[src/rtl/exception_vector_fetch.sv]
// -----------------------------------------------------------------------------
// exception_vector_fetch
//   Consumer side of the memory-address exception path. When an exception is
//   accepted it saves EPC, steers the memory-address mux to the vector byte
//   for the cause (253/254/255) and holds it there for MEM_LATENCY cycles.
//   It then loads the zero-extended handler byte from memory into PC.
//
// Parameters
//   MEM_LATENCY    cycles the vector address is held before mem_data is
//                  sampled (legal 1..15)
//   EPC_OFFSET     subtracted from pc_in to form EPC (pc_in is already PC+4)
//
// Ports
//   clk            system clock, rising edge
//   reset          asynchronous, active-low reset
//   exc_req        exception request (pulse or level), sampled only in IDLE
//   exc_cause      0=invalid opcode, 1=overflow, 2=div by zero, 3=reserved
//   pc_in          PC+4 of the faulting instruction
//   mem_data       memory read data, handler address in bits [7:0]
//   addr_sel       address mux select: 100=253, 101=254, 110=255
//   addr_sel_valid control must route addr_sel to the mux, mem write off
//   epc_out        value to write to EPC
//   epc_wr         one-cycle EPC write strobe
//   pc_out         handler address {24'b0, mem_data[7:0]}
//   pc_wr          one-cycle PC write strobe
//   busy           high while not IDLE
//   done           one-cycle pulse coincident with pc_wr
// -----------------------------------------------------------------------------
module exception_vector_fetch #(
    parameter int unsigned MEM_LATENCY = 2,
    parameter logic [31:0] EPC_OFFSET  = 32'd4
) (
    input  logic        clk,
    input  logic        reset,
    input  logic        exc_req,
    input  logic [1:0]  exc_cause,
    input  logic [31:0] pc_in,
    input  logic [31:0] mem_data,
    output logic [2:0]  addr_sel,
    output logic        addr_sel_valid,
    output logic [31:0] epc_out,
    output logic        epc_wr,
    output logic [31:0] pc_out,
    output logic        pc_wr,
    output logic        busy,
    output logic        done
);

    localparam logic [1:0] IDLE   = 2'd0;
    localparam logic [1:0] ADDR   = 2'd1;
    localparam logic [1:0] COMMIT = 2'd2;

    // Counter start value: the last ADDR cycle is the one where cnt reaches 0.
    localparam logic [3:0] CNT_LOAD = 4'(MEM_LATENCY - 32'd1);

    // Vector-byte mux select for each cause; reserved cause maps to "no select".
    function automatic logic [2:0] cause_to_sel(input logic [1:0] cause);
        logic [2:0] sel;
        case (cause)
            2'd0:    sel = 3'b100;
            2'd1:    sel = 3'b101;
            2'd2:    sel = 3'b110;
            default: sel = 3'b000;
        endcase
        return sel;
    endfunction

    logic [1:0]  state_r, state_s;
    logic [3:0]  cnt_r, cnt_s;
    logic [2:0]  sel_r, sel_s;
    logic        valid_r, valid_s;
    logic [31:0] epc_r, epc_s;
    logic        epc_wr_r, epc_wr_s;
    logic [31:0] pc_r, pc_s;
    logic        pc_wr_r, pc_wr_s;
    logic        busy_r, busy_s;
    logic        done_r, done_s;

    // Only the handler byte is meaningful; the upper read-data bits are dropped.
    logic unused_mem_s;
    assign unused_mem_s = ^mem_data[31:8];

    // Next-state and next-output computation for the vector fetch sequence.
    always_comb begin
        state_s  = state_r;
        cnt_s    = cnt_r;
        sel_s    = sel_r;
        valid_s  = valid_r;
        epc_s    = epc_r;
        epc_wr_s = 1'b0;
        pc_s     = pc_r;
        pc_wr_s  = 1'b0;
        busy_s   = busy_r;
        done_s   = 1'b0;
        case (state_r)
            IDLE: begin
                if (exc_req && (exc_cause != 2'd3)) begin
                    state_s  = ADDR;
                    cnt_s    = CNT_LOAD;
                    epc_s    = pc_in - EPC_OFFSET;
                    epc_wr_s = 1'b1;
                    sel_s    = cause_to_sel(exc_cause);
                    valid_s  = 1'b1;
                    busy_s   = 1'b1;
                end else begin
                    state_s = IDLE;
                    busy_s  = 1'b0;
                end
            end
            ADDR: begin
                if (cnt_r != 4'd0) begin
                    cnt_s = cnt_r - 4'd1;
                end else begin
                    // Address has been held long enough: memory data is valid now.
                    pc_s    = {24'd0, mem_data[7:0]};
                    pc_wr_s = 1'b1;
                    done_s  = 1'b1;
                    valid_s = 1'b0;
                    sel_s   = 3'b000;
                    state_s = COMMIT;
                end
            end
            COMMIT: begin
                state_s = IDLE;
                busy_s  = 1'b0;
            end
            default: begin
                state_s = IDLE;
                cnt_s   = 4'd0;
                sel_s   = 3'b000;
                valid_s = 1'b0;
                busy_s  = 1'b0;
            end
        endcase
    end

    // State and registered-output update with asynchronous abort on reset.
    always_ff @(posedge clk or negedge reset) begin
        if (!reset) begin
            state_r  <= IDLE;
            cnt_r    <= 4'd0;
            sel_r    <= 3'b000;
            valid_r  <= 1'b0;
            epc_r    <= 32'd0;
            epc_wr_r <= 1'b0;
            pc_r     <= 32'd0;
            pc_wr_r  <= 1'b0;
            busy_r   <= 1'b0;
            done_r   <= 1'b0;
        end else begin
            state_r  <= state_s;
            cnt_r    <= cnt_s;
            sel_r    <= sel_s;
            valid_r  <= valid_s;
            epc_r    <= epc_s;
            epc_wr_r <= epc_wr_s;
            pc_r     <= pc_s;
            pc_wr_r  <= pc_wr_s;
            busy_r   <= busy_s;
            done_r   <= done_s;
        end
    end

    assign addr_sel       = sel_r;
    assign addr_sel_valid = valid_r;
    assign epc_out        = epc_r;
    assign epc_wr         = epc_wr_r;
    assign pc_out         = pc_r;
    assign pc_wr          = pc_wr_r;
    assign busy           = busy_r;
    assign done           = done_r;

endmodule

[config.mk]
export PLATFORM = sky130hd
export DESIGN_NAME = exception_vector_fetch
export DESIGN_NICKNAME = d
export VERILOG_FILES = /design/src/rtl/exception_vector_fetch.sv
export SDC_FILE = /design/constraint.sdc
export NUM_CORES = 1
export LEC_CHECK = 0
export CAP_MARGIN = 10
export CORE_MARGIN = 1
export CORE_UTILIZATION = 42
export DETAILED_ROUTE_END_ITERATION = 10
export GPL_ROUTABILITY_DRIVEN = 1
export GPL_TIMING_DRIVEN = 0
export PLACE_DENSITY_LB_ADDON = 0.2
export SYNTH_ARGS = -nofsm -noshare
export SYNTH_HDL_FRONTEND = slang
export SYNTH_SLANG_ARGS = --single-unit
[constraint.sdc]
create_clock -name clk -period 4.2 [get_ports clk]
set_clock_uncertainty 0.2 [all_clocks]
set_input_delay 1.26 -clock clk [delete_from_list [all_inputs] [get_ports clk]]
set_output_delay 1.26 -clock clk [all_outputs]
set_load 0.005 [all_outputs]
==> impl_metrics.env <==
export IMPL_holdCritPathClass="reg -> reg"
export IMPL_met3_wirelength_um=386
export IMPL_crit_type="in -> reg"
export IMPL_grt_pass1_vias=2430
export IMPL_yosys_warnings=0
export IMPL_io_pins=141
export IMPL_maxSlewHeadroom_pct=58.8
export IMPL_grt_max_degree=30
export IMPL_met1_length_um=2980
export IMPL_place_inst=505
export IMPL_top_layer="met4"
export IMPL_min_path_cells=2
export IMPL_hold_buffers=0
export IMPL_grt_use_total_pct=20.5
export IMPL_p_total_uw=2180
export IMPL_power_density_nw_per_um2=545
export IMPL_synthTopCellsByCount="nand2_1, dfrtp_1, buf_4, nor2_1, o21ai_0"
export IMPL_syn_avg_cell_area_um2=8.95
export IMPL_numCtsBuffers=5
export IMPL_hold_path_end="epc_out[0]$_DFFE_PN0P_"
export IMPL_status="complete, no violations"
export IMPL_netlist_area_leader_share_pct=47.5
export IMPL_yosysTopAreaCell="dfrtp_1"
export IMPL_layout_drive_gt1_share_pct=9.86
export IMPL_clockPowerShare_pct=13.9
export IMPL_hp_start="epc_out[0]$_DFFE_PN0P_"
export IMPL_start_util_pct=43.7
export IMPL_rsz0062_at_grt="false"
export IMPL_antenna_found_initial=0
export IMPL_final_cells=513
export IMPL_n_antenna_cell=0
export IMPL_yosysMostFrequentCell="nand2_1"
export IMPL_power_leakage_uw=0.00172
export IMPL_max_cap_violations=0
export IMPL_die_w_um=83.5
export IMPL_drv_slew=0
export IMPL_cts_sinks=53
export IMPL_fin_nets=507
export IMPL_fin_crit_sh_pct=90.0
export IMPL_wl_per_cell_um=13.5
export IMPL_setup_slack_ps=421
export IMPL_grt_ovfl_total=0
export IMPL_p_int_uw=1450
export IMPL_synth_ff_type="dfrtp_1"
export IMPL_grt_pass1_wl_um=11500
export IMPL_pre_cts_ws_ps=102
export IMPL_cts_root_buf="clkbuf_8"
export IMPL_place_congestion=0.896
export IMPL_io_buffer_count=92
export IMPL_synth_edf_count=0
export IMPL_period_minus_slack_ps=3780
export IMPL_die_h_um=83.5
export IMPL_drt_iter0_markers=67
export IMPL_wl_um=6940
export IMPL_crit_arrival_ps=3810
export IMPL_dr_pass1_iters=4
export IMPL_end_kind="flip-flop"
export IMPL_yosys_register_bits=53
export IMPL_r2r_start="cnt_r[0]$_DFFE_PN0P_"
export IMPL_cp_max_fo=9
export IMPL_seq_area_frac_synth_pct=47.5
export IMPL_dieArea_um2=6980
export IMPL_ant_nets=0
export IMPL_reg2reg_depth=6
export IMPL_synth_area_leaders="dfrtp_1, nand2_1, buf_4, o21ai_0, a31oi_1"
export IMPL_cts_path_max_buffers=2
export IMPL_finalHoldViolCount=0
export IMPL_clkTransAtPathRegs_ps=100
export IMPL_ff2ff_setup_slack_ps=2010
export IMPL_syn_inst=312
export IMPL_met2WireLength_um=3550
export IMPL_cts_setup_buffers=0
export IMPL_synth_cell_area_um2=2790
export IMPL_cp_required_ps=4230
export IMPL_drc=0
export IMPL_tns_ps=0
export IMPL_cts_resized=0
export IMPL_combPwrFrac_pct=45.9
export IMPL_fp_coreArea_um2=6390
export IMPL_clkLatencyLatePin_ps=300
export IMPL_async_reset_ff_share_pct=100
export IMPL_fillerInstances=571
export IMPL_viasPerCell=5.13
export IMPL_seqPwrFrac_pct=40.2
export IMPL_cp_start_kind="primary input"
export IMPL_synth_cell_types=38
export IMPL_vdd_drop_max_mv=0.275
export IMPL_syn_to_final_growth_pct=43.4
export IMPL_dp_hpwl_um=5360
export IMPL_fmax_ghz=0.265
export IMPL_ctsHtreeMaxLevel=2
export IMPL_max_slew_worst_pin_slew_ps=614
export IMPL_p_sw_uw=731
export IMPL_swShare_pct=33.5
export IMPL_cts_tree="done"
export IMPL_r2r_end="cnt_r[0]$_DFFE_PN0P_"
export IMPL_vias=2631
export IMPL_setup_viol=0
export IMPL_core_rowCount=29
==> through the flow <==
step	area [um2]	utilization, %	hold slack [ps]
after global placement	3890	61.0	258
after CTS	4000	62.7	289
after floorplan	2880	-	238
final	4000	62.7	283
after global routing	4000	62.7	310
after detailed placement	3910	61.2	265
==> critical path, stage by stage <==
cell and delay (ps):
clkdlybuf4s50_1 500, inv_1 90, ha_1 200, or4b_1 430
buf_2 180, nand4b_1 430, or4_1 520, a31oi_1 190
==> worst max path at each step <==
| stage | start | to |
|---|---|---|
| floorplan | pc_in[2] | epc_out[28]$_DFFE_PN0P_ |
| global placement | reset | epc_out[24]$_DFFE_PN0P_ |
| detailed placement | pc_in[2] | epc_out[30]$_DFFE_PN0P_ |
| CTS | pc_in[2] | epc_out[30]$_DFFE_PN0P_ |
| global route | pc_in[2] | epc_out[26]$_DFFE_PN0P_ |
| finish | pc_in[2] | epc_out[30]$_DFFE_PN0P_ |
==> kinds of logic (layout without fill, tap and decap cells) <==
family / count (synthesis) / count (layout) / synth area share, %
flip-flops: 53 / 53 / 47.5
buffers and inverters: 47 / 148 / 9.73
adder cells (fa/ha/maj): 3 / 3 / 1.34
XOR/XNOR: 11 / 11 / 3.45
other: 1 / 24 / 0.134
AO/OA/AOI/OAI: 60 / 60 / 13.4
AND/OR/NAND/NOR: 135 / 135 / 23.7
multiplexers: 2 / 2 / 0.762
==> placed cells by master (no fill, tap or decap), types with 2 or more instances in the layout <==
cell / count
clkdlybuf4s50_1: 91
nand2_1: 57
dfrtp_1: 53
buf_4: 25
conb_1: 24
o21ai_0: 23
nor2_1: 23
a31oi_1: 16
or4_1: 12
clkbuf_1: 11
o31ai_1: 10
or3_1: 9
inv_1: 8
xnor2_1: 8
nor3_1: 7
nor4_1: 7
nand3_1: 5
clkbuf_8: 5
or2_2: 3
a21oi_1: 3
nand4_1: 3
xor2_1: 3
ha_1: 3
nand2b_1: 2
clkinv_1: 2
a32o_1: 2
buf_2: 2
nand4b_1: 2
a21o_1: 2
inv_6: 2
==> area by class of cell <==
| class | count | area, um2 | area share (%) |
|---|---|---|---|
| buffer | 37 | 234 | 5.84 |
| clock buffer | 5 | 68.8 | 1.72 |
| clock inverter | 3 | 25.0 | 0.625 |
| inverter | 10 | 37.5 | 0.938 |
| multi-input combinational | 235 | 1280 | 32.0 |
| sequential | 53 | 1330 | 33.1 |
| tap | 77 | 96.3 | 2.41 |
| timing repair buffer | 93 | 936 | 23.4 |
==> routing by layer <==
layer  track usage, %  vias up
li1                 -     1291
met1             26.0     1253
met2             35.9       85
met3             3.96        2
met4             5.24        0
met5                0        -
==> power by group through the flow <==
stage	Combinational (uW)	Sequential, uW	Clock [uW]
global placement	986	883	0
global route	1100	908	333
detailed placement	1010	888	0
CTS	1020	879	311
floorplan	397	890	0
finish	1000	877	303
==> state kept, by name, indices dropped and copies added, names as in the netlist <==
name and cells:
done 1, addr_sel 3, state_r 2, pc_out 8, epc_wr 1, addr_sel_valid 1, busy 1, cnt_r 4
epc_out 32
Note: power is estimated with default switching activity, not from simulation.
